`src/rtl/dm_seq_if.sv`:
```
// Descriptor, stall and data-memory control bundle between the PE controller and dm_seq.
// master = controller/bench side, slave = the sequencer.
interface dm_seq_if #(
    parameter int INST_WIDTH    = 32,
    parameter int DM_ADDR_WIDTH = 8,
    parameter int CNT_WIDTH     = 9
);
    logic                     start;
    logic [DM_ADDR_WIDTH-1:0] base_a;
    logic [DM_ADDR_WIDTH-1:0] base_b;
    logic [DM_ADDR_WIDTH-1:0] base_w;
    logic [DM_ADDR_WIDTH-1:0] stride_a;
    logic [DM_ADDR_WIDTH-1:0] stride_b;
    logic [DM_ADDR_WIDTH-1:0] stride_w;
    logic [CNT_WIDTH-1:0]     count;
    logic [INST_WIDTH-25:0]   opcode;
    logic                     stall;
    logic                     rden;
    logic                     wren;
    logic [INST_WIDTH-1:0]    inst;
    logic                     busy;
    logic                     done;
    logic [1:0]               dbg_state;

    // Handshake: start is a one-cycle request taken only while the sequencer is idle;
    // there is no ready back-pressure, a start seen while busy or finishing is dropped.
    modport master (
        output start, base_a, base_b, base_w, stride_a, stride_b, stride_w, count, opcode, stall,
        input  rden, wren, inst, busy, done, dbg_state
    );
    modport slave (
        input  start, base_a, base_b, base_w, stride_a, stride_b, stride_w, count, opcode, stall,
        output rden, wren, inst, busy, done, dbg_state
    );
endinterface

```
`src/rtl/dm_seq.sv`:
```
// Data memory access sequencer: expands one strided vector descriptor into per-slot
// dual-read / delayed single-write enables and a packed address instruction word.
module dm_seq #(
    parameter int INST_WIDTH    = 32,
    parameter int DM_ADDR_WIDTH = 8,
    parameter int CNT_WIDTH     = 9,
    parameter int LAT           = 2
) (
    input logic     clk,
    input logic     rst,
    dm_seq_if.slave bus
);
    localparam int AW = DM_ADDR_WIDTH;
    localparam int OW = INST_WIDTH - 24;
    localparam int SW = CNT_WIDTH + 1;

    localparam logic [1:0] IDLE  = 2'd0;
    localparam logic [1:0] RUN   = 2'd1;
    localparam logic [1:0] DRAIN = 2'd2;
    localparam logic [1:0] FIN   = 2'd3;

    logic [1:0]            state;
    logic [SW-1:0]         s;
    logic [SW-1:0]         n_q;
    logic [AW-1:0]         acc_a, acc_b, acc_w;
    logic [AW-1:0]         str_a, str_b, str_w;
    logic [OW-1:0]         op_q;
    logic                  rden_q, wren_q, busy_q, done_q;
    logic [INST_WIDTH-1:0] inst_q;

    logic [SW-1:0] n_total;
    logic          slot_rd, slot_wr, slot_left;

    // s is the next slot to present, so slot 0 is issued straight from the start inputs
    always_comb begin
        n_total   = n_q + SW'(LAT);
        slot_rd   = (s < n_q);
        slot_wr   = (s >= SW'(LAT));
        slot_left = (s < n_total);
    end

    always_ff @(posedge clk or posedge rst) begin
        if (rst) begin
            state  <= IDLE;
            s      <= '0;
            n_q    <= '0;
            acc_a  <= '0;
            acc_b  <= '0;
            acc_w  <= '0;
            str_a  <= '0;
            str_b  <= '0;
            str_w  <= '0;
            op_q   <= '0;
            rden_q <= 1'b0;
            wren_q <= 1'b0;
            busy_q <= 1'b0;
            done_q <= 1'b0;
            inst_q <= '0;
        end else begin
            done_q <= 1'b0;
            case (state)
                IDLE: begin
                    rden_q <= 1'b0;
                    wren_q <= 1'b0;
                    busy_q <= 1'b0;
                    inst_q <= '0;
                    if (bus.start) begin
                        n_q   <= {1'b0, bus.count};
                        str_a <= bus.stride_a;
                        str_b <= bus.stride_b;
                        str_w <= bus.stride_w;
                        op_q  <= bus.opcode;
                        if (bus.count != '0) begin
                            state  <= RUN;
                            busy_q <= 1'b1;
                            rden_q <= 1'b1;
                            inst_q <= {bus.opcode, 8'h00, 8'(bus.base_b), 8'(bus.base_a)};
                            s      <= SW'(1);
                            acc_a  <= bus.base_a + bus.stride_a;
                            acc_b  <= bus.base_b + bus.stride_b;
                            acc_w  <= bus.base_w;
                        end else begin
                            state  <= FIN;
                            done_q <= 1'b1;
                            inst_q <= {bus.opcode, 24'h000000};
                            s      <= '0;
                        end
                    end
                end
                RUN, DRAIN: begin
                    if (bus.stall) begin
                        // bubble cycle: nothing advances, opcode stays visible
                        rden_q <= 1'b0;
                        wren_q <= 1'b0;
                        inst_q <= {op_q, 24'h000000};
                    end else if (slot_left) begin
                        rden_q <= slot_rd;
                        wren_q <= slot_wr;
                        inst_q <= {op_q,
                                   slot_wr ? 8'(acc_w) : 8'h00,
                                   slot_rd ? 8'(acc_b) : 8'h00,
                                   slot_rd ? 8'(acc_a) : 8'h00};
                        s      <= s + SW'(1);
                        state  <= slot_rd ? RUN : DRAIN;
                        if (slot_rd) begin
                            acc_a <= acc_a + str_a;
                            acc_b <= acc_b + str_b;
                        end
                        if (slot_wr) acc_w <= acc_w + str_w;
                    end else begin
                        state  <= FIN;
                        done_q <= 1'b1;
                        busy_q <= 1'b0;
                        rden_q <= 1'b0;
                        wren_q <= 1'b0;
                        inst_q <= {op_q, 24'h000000};
                    end
                end
                default: begin
                    state  <= IDLE;
                    inst_q <= '0;
                    rden_q <= 1'b0;
                    wren_q <= 1'b0;
                    busy_q <= 1'b0;
                    s      <= '0;
                    acc_a  <= '0;
                    acc_b  <= '0;
                    acc_w  <= '0;
                end
            endcase
        end
    end

    assign bus.rden      = rden_q;
    assign bus.wren      = wren_q;
    assign bus.inst      = inst_q;
    assign bus.busy      = busy_q;
    assign bus.done      = done_q;
    assign bus.dbg_state = state;
endmodule

```
`src/flat_wrapper.sv`:
```
// flat-port wrapper written by rule: the top's interface ports become plain ports
module dm_seq_flat 
#(
    parameter int INST_WIDTH    = 32,
    parameter int DM_ADDR_WIDTH = 8,
    parameter int CNT_WIDTH     = 9,
    parameter int LAT           = 2
)
  (clk, rst, bus_start, bus_base_a, bus_base_b, bus_base_w, bus_stride_a, bus_stride_b, bus_stride_w, bus_count, bus_opcode, bus_stall, bus_rden, bus_wren, bus_inst, bus_busy, bus_done, bus_dbg_state);
  dm_seq_if #(.INST_WIDTH(INST_WIDTH), .DM_ADDR_WIDTH(DM_ADDR_WIDTH), .CNT_WIDTH(CNT_WIDTH)) bus_i ();
  input logic clk;
  input logic rst;
  input wire logic [$bits(bus_i.start)-1:0] bus_start;
  input wire logic [$bits(bus_i.base_a)-1:0] bus_base_a;
  input wire logic [$bits(bus_i.base_b)-1:0] bus_base_b;
  input wire logic [$bits(bus_i.base_w)-1:0] bus_base_w;
  input wire logic [$bits(bus_i.stride_a)-1:0] bus_stride_a;
  input wire logic [$bits(bus_i.stride_b)-1:0] bus_stride_b;
  input wire logic [$bits(bus_i.stride_w)-1:0] bus_stride_w;
  input wire logic [$bits(bus_i.count)-1:0] bus_count;
  input wire logic [$bits(bus_i.opcode)-1:0] bus_opcode;
  input wire logic [$bits(bus_i.stall)-1:0] bus_stall;
  output wire logic [$bits(bus_i.rden)-1:0] bus_rden;
  output wire logic [$bits(bus_i.wren)-1:0] bus_wren;
  output wire logic [$bits(bus_i.inst)-1:0] bus_inst;
  output wire logic [$bits(bus_i.busy)-1:0] bus_busy;
  output wire logic [$bits(bus_i.done)-1:0] bus_done;
  output wire logic [$bits(bus_i.dbg_state)-1:0] bus_dbg_state;
  assign bus_i.start = bus_start;
  assign bus_i.base_a = bus_base_a;
  assign bus_i.base_b = bus_base_b;
  assign bus_i.base_w = bus_base_w;
  assign bus_i.stride_a = bus_stride_a;
  assign bus_i.stride_b = bus_stride_b;
  assign bus_i.stride_w = bus_stride_w;
  assign bus_i.count = bus_count;
  assign bus_i.opcode = bus_opcode;
  assign bus_i.stall = bus_stall;
  assign bus_rden = bus_i.rden;
  assign bus_wren = bus_i.wren;
  assign bus_inst = bus_i.inst;
  assign bus_busy = bus_i.busy;
  assign bus_done = bus_i.done;
  assign bus_dbg_state = bus_i.dbg_state;
  dm_seq #(.INST_WIDTH(INST_WIDTH), .DM_ADDR_WIDTH(DM_ADDR_WIDTH), .CNT_WIDTH(CNT_WIDTH), .LAT(LAT)) u_core (.clk(clk), .rst(rst), .bus(bus_i));
endmodule
```
`config.mk`:
```
export PLATFORM = sky130hd
export DESIGN_NAME = dm_seq_flat
export DESIGN_NICKNAME = d
export VERILOG_FILES = /design/src/rtl/dm_seq_if.sv /design/src/rtl/dm_seq.sv /design/src/flat_wrapper.sv
export SDC_FILE = /design/constraint.sdc
export NUM_CORES = 1
export LEC_CHECK = 0
export BUFFER_PORTS_ARGS = -buffer_cell sky130_fd_sc_hd__buf_2
export CAP_MARGIN = 20
export CORE_AREA = 3 3 127 116
export DETAILED_ROUTE_END_ITERATION = 12
export DIE_AREA = 0 0 130 119
export GPL_TIMING_DRIVEN = 0
export HOLD_SLACK_MARGIN = 0.06
export PLACE_DENSITY = 0.77
export REMOVE_ABC_BUFFERS = 1
export SLEW_MARGIN = 20
export SYNTH_ARGS = -nofsm -noshare
export SYNTH_HDL_FRONTEND = slang
export SYNTH_SLANG_ARGS = --single-unit
export TNS_END_PERCENT = 30
```
`constraint.sdc`:
```
create_clock -name clk -period 4.4 [get_ports clk]
set_input_delay 0.88 -clock clk [delete_from_list [all_inputs] [get_ports clk]]
set_output_delay 0.88 -clock clk [all_outputs]
set_load 0.02 [all_outputs]
```
=== Yosys cells after proc, flatten, opt, wreduce, memory -nomap -nowiden ===
Cells that the tools add are included.

* Bits of input ports: 69
* Logic and storage cells: 96
* Bits in registers: 113
* Output and inout port bits: 38

* Mux-type cells: 53
* Equality and inequality tests: 9
* Reductions and logical operators: 9
* Magnitude comparators: 3
* Add/subtract/negate cells: 7

{| class="wikitable"
|+ Operator list
! cell !! count
|-
| 8-bit two-way mux || 18
|-
| 32-bit one-hot mux with 2 select lines || 1
|-
| 24-bit two-way mux || 2
|-
| 8-bit one-hot mux with 2 select lines || 3
|-
| 8-bit adder || 5
|-
| 32-bit two-way mux || 1
|-
| 10-bit two-way mux || 3
|-
| 10-bit one-hot mux with 2 select lines || 1
|-
| 16-bit two-way mux || 1
|-
| 1-bit two-way mux || 14
|-
| 10-bit by 1-bit adder with 10-bit output, second input constant || 1
|-
| 9-bit by 2-bit adder with 10-bit output, second input constant || 1
|-
| 10-bit by 2-bit greater-or-equal comparator with 1-bit output, second input constant || 1
|-
| 10-bit less-than comparator || 1
|-
| 10-bit by 9-bit less-than comparator with 1-bit output || 1
|-
| 2-bit two-way mux || 5
|-
| 5-bit AND reduction || 2
|-
| 9-bit nonzero test || 1
|-
| 2-bit by 1-bit != test with 1-bit output, second input constant || 4
|-
| 2-bit != test, second input constant || 3
|-
| 1-bit one-hot mux with 2 select lines || 3
|-
| 2-bit AND reduction || 3
|-
| 2-bit one-hot mux with 2 select lines || 1
|-
| 3-bit AND reduction || 1
|-
| other kinds (4) || 4
|}

=== Longest topological paths before layout ===
Gate-level depths: netlist (run 1).

* Depth in word-level cells: 5
* Gate-level depth with buffers: 13
* Depth with buffers taken out: 11

=== Worst setup path before layout (run 1) ===
No wires, ideal clock.

* Path kind: reg2reg
* Start: register u_core.n_q[1]
* End: register u_core.acc_b[3]
* Required time: 4.308 ns
* Period minus slack after synthesis: 2.937 ns
* Buffers on the path: 2
* Path slack: 1.463 ns
* Library setup time: 0.092 ns
* Arrival: 2.845 ns
* Cell stages (with the launch flop): 14
* Path through: dfrtp_1 > ha_1 > nand3_1 > nor3_1 > nand3_1 > ha_1 > a21oi_1 > o21ai_0 > a31o_2 > o31a_2 > or2_4 > buf_8 > buf_12 > o31ai_2

* Word-level cells in the longest chain between the ends: 4
* Elaborated cells between the ends (all ways): 6
* Classes of those cells: add/sub (1); order compare (2); eq/ne (2); reduce/logical (1)

{| class="wikitable"
|+ Ends and longest elaborated chain
! element !! RTL line !! text
|-
| from (decl) || dm_seq.sv:24 || <nowiki>logic [SW-1:0] n_q;</nowiki>
|-
| from (signal assigned) || dm_seq.sv:68 || <nowiki>n_q <= {1'b0, bus.count};</nowiki>
|-
| 9-bit by 2-bit adder with 10-bit output || dm_seq.sv:36 || <nowiki>n_total = n_q + SW'(LAT);</nowiki>
|-
| 10-bit less-than comparator || dm_seq.sv:39 || <nowiki>slot_left = (s < n_total);</nowiki>
|-
| 2-bit by 1-bit != test with 1-bit output (no source line) || - ||
|-
| 5-bit AND reduction (no source line) * || - ||
|-
| to (signal assigned) || dm_seq.sv:80 || <nowiki>acc_b <= bus.base_b + bus.stride_b;</nowiki>
|-
| to (signal assigned) || dm_seq.sv:107 || <nowiki>acc_b <= acc_b + str_b;</nowiki>
|-
| to (decl) || dm_seq.sv:25 || <nowiki>logic [AW-1:0] acc_a, acc_b, acc_w;</nowiki>
|}

Mark *: on every way between the ends. The rest lies on a longest branch, timed or not.
A chain may end at the register's enable or synchronous reset.

=== Worst setup path in the final report (run 1) ===
* Start: register u_core.n_q[2]
* End: register u_core.acc_w[4]

* Word-level cells in the longest chain between the ends: 4

{| class="wikitable"
|+ Ends and longest elaborated chain
! element !! RTL line !! text
|-
| 9-bit by 2-bit adder with 10-bit output || dm_seq.sv:36 ||
|-
| 10-bit less-than comparator || dm_seq.sv:39 ||
|-
| 2-bit by 1-bit != test with 1-bit output (no source line) || - ||
|-
| 5-bit AND reduction (no source line) || - ||
|-
| to (signal assigned) || dm_seq.sv:81 || <nowiki>acc_w <= bus.base_w;</nowiki>
|-
| to (signal assigned) || dm_seq.sv:109 || <nowiki>if (slot_wr) acc_w <= acc_w + str_w;</nowiki>
|-
| to (decl) || dm_seq.sv:25 ||
|}

Every way passes these cells.

==> qor.csv, run 1 <==
metric,value,unit
syn_to_final_growth,19.8,%
cp_top_family,compound AO/OA/AOI/OAI gates,
synth-async-reset-ratio,1.00,
worstPathArrival,3.90,ns
setup_tns,0,ns
htree_levels,4,
ys.flop_type,dfrtp_1,
outcome,completed,
cp-startpoint,u_core.n_q[2],
synthCells,634,
rsz0062_at_grt,false,
clock-sinks,113,
die_w,130,µm
io-pin-count,107,
synth_top_family_by_area,compound AO/OA/AOI/OAI gates,
cts-root-buf,clkbuf_16,
hold_path_class,reg2reg,
vias,5674,
grt-ovfl-total,0,
max_stage_delay,0.54,ns
ys_warn_count,0,
hold_viol,0,
synth_cell_types,60,
finalPower,6360,µW
fin_nets,871,
clk_latency,0.42,ns
die_height,119,µm
layout_common_cells,"dfrtp_1, buf_2, ha_1",
cts_made_buffers,17,
grt_pass1_wl,29100,µm
period_minus_slack,3.58,ns
cts_resized,0,
place.port_buffers,106,
slew_headroom,0.347,
synthXorXnorAreaFrac,0.0457,
dpl.hpwl,12400,µm
grt_max_degree,67,
cp_data_required_time,4.72,ns
drc,0,
cts_max_path_buffers,2,
die-area,15500,µm²
track_usage,0.237,
cp_cell_sequence,"ha_1, nand3_1, nor3_1, nand3_1, ha_1, a21oi_1, o21ai_0, a31oi_1, a31oi_1, or2_1, o31ai_1",
ys_seq_area_frac,0.422,
syn-cell-area,6700,µm²
ys_ff_latch,113,
endpoint_kind,flip-flop,
fin_util,0.597,
critical_path_class,reg2reg,
synth.area.mux_share,0.0706,
cts_tree,done,
holdWs,0.496,ns
num-fill-cells,1121,
drt-vias-per-instance,6.16,
drv_slew,0,
gp_congestion,0.911,
worstHoldStart,u_core.op_q[1],
path_buf_inv,0,
period_share,0.813,
critPathMaxFanout,10,
start_util,0.498,
setup_violations,0,
drtIter0Drc,531,
wl_per_cell,19.3,µm
synth_edf_count,0,
register_area,2830,µm²
diodes,0,
drive_above_1_share,0.276,
ant_nets,0,
ir_worst_vdd,0.448,mV
synth-compound-area-share,0.221,
r2r-start,u_core.n_q[2],
maxCapViolCount,0,
max_freq,0.280,GHz
multi_input_area,3690,µm²
crit_slowest_cell,a31oi_1,
clkTransAtPathRegs,0.05,ns
avgSynthCellArea,10.6,µm²
powerDensity,792,nW/µm²
fin_worst_skew,0.0101,ns
synthSimpleGateAreaFrac,0.0881,
grt_pass1_vias,5972,
worst_slew_pin_slew,0.975,ns
postCtsSetupBuffers,0,
core,13500,µm²
synthAdderAreaFrac,0.121,
p_leak,0.00384,µW
antenna_found_initial,0,
worst_setup_path_start_kind,flip-flop,
first_pass_iters,6,
mostFrequentLayoutCell,dfrtp_1,
wirelength,17800,µm
hold_buffers,0,
placementRows,40,
[power by group]
group          switching, µW  internal, µW
Clock                    508           843
Combinational           1840          1370
Sequential               312          1490
Total                   2660          3700
[state kept, by name, summed over array words and instances (netlist names)]
| register | count |
|---|---|
| u_core.acc_a | 8 |
| u_core.acc_b | 8 |
| u_core.acc_w | 8 |
| u_core.bus.busy | 1 |
| u_core.bus.dbg_state | 2 |
| u_core.bus.done | 1 |
| u_core.bus.inst | 32 |
| u_core.bus.rden | 1 |
| u_core.bus.wren | 1 |
| u_core.n_q | 9 |
| u_core.op_q | 8 |
| u_core.s | 10 |
| u_core.str_a | 8 |
| u_core.str_b | 8 |
| u_core.str_w | 8 |
[cell usage after synthesis (all sizes together), types with 2 or more instances]
cell,count,area share
nand4,7,0.0065
a211oi,13,0.015
nor3,10,0.0091
fa,5,0.015
xor2,8,0.010
inv,23,0.013
o21ai,65,0.054
o2bb2ai,2,0.0026
ha,57,0.11
and3,7,0.0065
buf,6,0.0080
xnor2,27,0.035
mux2,42,0.071
and2,8,0.0075
dfrtp,113,0.42
nand2,21,0.012
nor2,39,0.022
a22oi,33,0.037
nand2b,4,0.0037
o211ai,6,0.0067
o31ai,21,0.024
a22o,10,0.013
or2,2,0.0022
clkbuf,17,0.0095
o21bai,6,0.0067
o22a,2,0.0026
nor4,3,0.0028
a31oi,9,0.0084
clkinv,2,0.0011
o22ai,3,0.0028
or4,2,0.0028
a21o,10,0.012
o2111ai,2,0.0026
nand3,13,0.0097
a21oi,22,0.016
[metal layers]
layer | GRT usage | wire, µm | vias up | part of all wire
met2 | 0.369 | 8260 | 275 | 0.47
met5 | 0 | 0 | - | 0
met4 | 0.105 | 435 | 0 | 0.025
li1 | - | - | 2593 | -
met3 | 0.0543 | 1360 | 49 | 0.077
met1 | 0.315 | 7690 | 2757 | 0.43
[area by class of cell]
cell class,count,share of cell area
Inverter,25,0.0123
Clock buffer,18,0.0547
Clock inverter,14,0.0174
Multi-Input combinational cell,473,0.459
Timing Repair Buffer,110,0.0782
Sequential cell,113,0.352
Tap cell,168,0.0262
[worst paths after layout]
check	cells past startpoint	endpoint	slack (ns)
worst max-delay path	11	u_core.acc_w[4]	0.82
worst min-delay path	1	u_core.bus.inst[25]	0.50
worst max register to register	11	u_core.acc_w[4]	0.82
worst min register to register	1	u_core.bus.inst[25]	0.50
max in group asynchronous	3	u_core.acc_a[5]	3.18
min in group asynchronous	2	u_core.bus.inst[24]	0.56
[stage by stage]
step                      std cells  setup WS (ns)  cell area, µm²
after global routing            921          0.529            8030
final                           921          0.822            8030
after floorplan                 611          0.533            6580
after CTS                       921          0.743            8030
after global placement          885         -0.685            7320
after detailed placement        889          0.804            7450
[logic make-up after synthesis]
kind of cell	count (synthesis)
AND/OR/NAND/NOR	118
XOR/XNOR	35
buffers and inverters	48
AO/OA/AOI/OAI	216
multiplexers	42
flip-flops	113
adder cells (fa/ha/maj)	62
Power figures use the tool's default switching activity.
==> run 2, diff against run 1 <==
--- a/config.mk
+++ b/config.mk
@@ -5,11 +5,12 @@
 export SDC_FILE = /design/constraint.sdc
 export NUM_CORES = 1
 export LEC_CHECK = 0
+export ABC_AREA = 1
 export BUFFER_PORTS_ARGS = -buffer_cell sky130_fd_sc_hd__buf_2
 export CAP_MARGIN = 20
-export CORE_AREA = 3 3 127 116
+export CORE_AREA = 3 3 131 120
 export DETAILED_ROUTE_END_ITERATION = 12
-export DIE_AREA = 0 0 130 119
+export DIE_AREA = 0 0 134 123
 export GPL_TIMING_DRIVEN = 0
 export HOLD_SLACK_MARGIN = 0.06
 export PLACE_DENSITY = 0.77
==> constraint.sdc (replaced) <==
create_clock -name clk -period 3.5 [get_ports clk]
set_input_delay 0.7 -clock clk [delete_from_list [all_inputs] [get_ports clk]]
set_output_delay 0.7 -clock clk [all_outputs]
set_load 0.02 [all_outputs]
==> qor.csv, run 2 <==
metric,value,unit,change
outcome,completed,,unchanged
drc,0,,unchanged
die_w,134,µm,was 130 µm
holdWs,0.349,ns,was 0.496 ns
die_height,123,µm,was 119 µm
htree_levels,4,,unchanged
p_leak,0.00473,µW,was 0.00384 µW
yosys.area.top_type,dfrtp_1,,unchanged
cp-startpoint,u_core.bus.dbg_state[0],,was u_core.n_q[2]
placementRows,42,,was 40
layout_common_cells,"nand2_1, dfrtp_1, inv_1",,"was dfrtp_1, buf_2, ha_1"
critical_path_class,reg2reg,,unchanged
period_share,0.907,,was 0.813
ys_ff_latch,113,,unchanged
grt_pass1_wl,30700,µm,was 29100 µm
grt_max_degree,60,,was 67
cts_resized,0,,unchanged
slew_headroom,0.401,,was 0.347
core,14600,µm²,was 13500 µm²
cts_max_path_buffers,2,,unchanged
antenna_found_initial,0,,unchanged
clk_latency,0.43,ns,was 0.42 ns
diodes,0,,unchanged
ant_nets,0,,unchanged
place.port_buffers,106,,unchanged
synth-async-reset-ratio,1.00,,unchanged
grt_pass1_vias,6458,,was 5972
syn-cell-area,7200,µm²,was 6700 µm²
worstPathArrival,3.51,ns,was 3.90 ns
wirelength,18400,µm,was 17800 µm
synth.top_cells.by_count,"nand2_1, dfrtp_1, inv_1",,"was dfrtp_1, ha_1, o21ai_0"
mostFrequentLayoutCell,nand2_1,,was dfrtp_1
reg2reg_depth,7,,was 11
grt-ovfl-total,0,,unchanged
dpl.hpwl,12900,µm,was 12400 µm
cp_data_required_time,3.83,ns,was 4.72 ns
clock-sinks,113,,unchanged
avgSynthCellArea,7.44,µm²,was 10.6 µm²
synthCells,968,,was 634
vias,6602,,was 5674
drt-vias-per-instance,5.17,,was 6.16
clkTransAtPathRegs,0.05,ns,about the same
setup_violations,0,,unchanged
start_util,0.495,,was 0.498
die-area,16500,µm²,was 15500 µm²
cts-root-buf,clkbuf_16,,unchanged
rsz0062_at_grt,false,,unchanged
cts_tree,done,,unchanged
synth_edf_count,0,,unchanged
cts_made_buffers,17,,unchanged
gp_congestion,0.833,,was 0.911
synth_most_common_cell,nand2_1,,was dfrtp_1
ys.flop_type,dfrtp_1,,unchanged
maxCapViolCount,0,,unchanged
period_minus_slack,3.18,ns,was 3.58 ns
fin_worst_skew,0.00696,ns,was 0.0101 ns
drv_slew,0,,unchanged
worst_slew_pin_slew,0.897,ns,was 0.975 ns
synth_top_cell_area_share,0.393,,was 0.422
ys_seq_area_frac,0.393,,was 0.422
track_usage,0.236,,was 0.237
critPathMaxFanout,37,,was 10
endpoint_kind,flip-flop,,unchanged
fin_nets,1198,,was 871
powerDensity,960,nW/µm²,was 792 nW/µm²
synth_cell_types,38,,was 60
io-pin-count,107,,unchanged
wl_per_cell,14.4,µm,was 19.3 µm
postCtsSetupBuffers,0,,unchanged
worst_setup_path_start_kind,flip-flop,,unchanged
hold_buffers,0,,unchanged
largest_reg_flops,32,,unchanged
synth_area_leaders,"dfrtp_1, nand2_1, ha_1",,"was dfrtp_1, ha_1, mux2_2"
first_pass_iters,5,,was 6
num-fill-cells,1337,,was 1121
hold_viol,0,,unchanged
ys_warn_count,0,,unchanged
hold_path_class,in2async,,was reg2reg
r2r-start,u_core.bus.dbg_state[0],,was u_core.n_q[2]
drtIter0Drc,518,,was 531
syn_to_final_growth,18.7,%,was 19.8%
fin_util,0.587,,was 0.597
max_freq,0.315,GHz,was 0.280 GHz
drive_above_1_share,0.155,,was 0.276
ir_worst_vdd,0.525,mV,was 0.448 mV
==> run 2: changes by cell type in the layout (fill, tap and decap cells not counted), sizes merged, moves of 25 or more <==
cell | before | now
mux2 | 42 | 0
a22oi | 33 | 6
a21oi | 22 | 47
nand2 | 21 | 343
inv | 24 | 112
nand3 | 13 | 76
==> run 2: per-stage QoR <==
| step | instances | power, µW | setup WS, ns | instance area [µm²] | TNS (ns) |
|---|---|---|---|---|---|
| 3_5_place_dp | 1246 | 6250 | 0.228 | 7900 | 0 |
| 5_1_grt | 1278 | 8930 | 0.0763 | 8550 | 0 |
| 3_3_place_gp | 1242 | 6070 | -1.63 | 7810 | -225.46 |
| 4_1_cts | 1278 | 8210 | 0.200 | 8550 | 0 |
| 6_report | 1278 | 8210 | 0.324 | 8550 | 0 |
| 2_1_floorplan | 938 | 5120 | -0.187 | 7030 | -21.17 |
==> run 2: critical path, stage by stage (launching register included) <==
cell and delay [ns]:
dfrtp_1 0.42, inv_1 0.08, ha_1 0.72, nand2_2 0.76
inv_2 0.54, buf_12 0.26, nand2_1 0.08, a21oi_1 0.21
==> run 2: layer usage <==
metal,share of wire,GRT usage,wire (µm)
met5,0,0,0
met4,0.025,0.0919,452
met3,0.060,0.0537,1110
met2,0.45,0.379,8370
met1,0.46,0.313,8510
==> run 2: final cells by class <==
type | count | area, µm² | area share
tap | 198 | 248 | 0.0290
timing repair buffer | 110 | 613 | 0.0717
clock inverter | 11 | 184 | 0.0215
clock buffer | 21 | 460 | 0.0538
sequential | 113 | 2830 | 0.331
multi-input combinational | 712 | 3790 | 0.443
inverter | 113 | 429 | 0.0502
==> run 2: worst paths after layout <==
check                                 endpoint  slack, ns
hold / removal             u_core.bus.inst[26]       0.35
setup reg to reg               u_core.bus.done       0.32
max in group asynchronous          u_core.s[2]       2.48
min in group clk               u_core.str_w[2]       0.47
setup / recovery               u_core.bus.done       0.32
hold reg to reg                u_core.str_w[4]       0.49
==> run 2: logic make-up after synthesis <==
| family | share of synthesized area |
|---|---|
| xor+xnor | 0.0170 |
| fa+ha+maj | 0.113 |
| compound gates | 0.0949 |
| simple gates | 0.300 |
| buf+inv | 0.0829 |
| flops | 0.393 |
==> run 2: power by group <==
part	internal, µW	switching [µW]	total [µW]
sequential	1880	361	2240
combinational	1450	2610	4060
clock	1290	619	1910
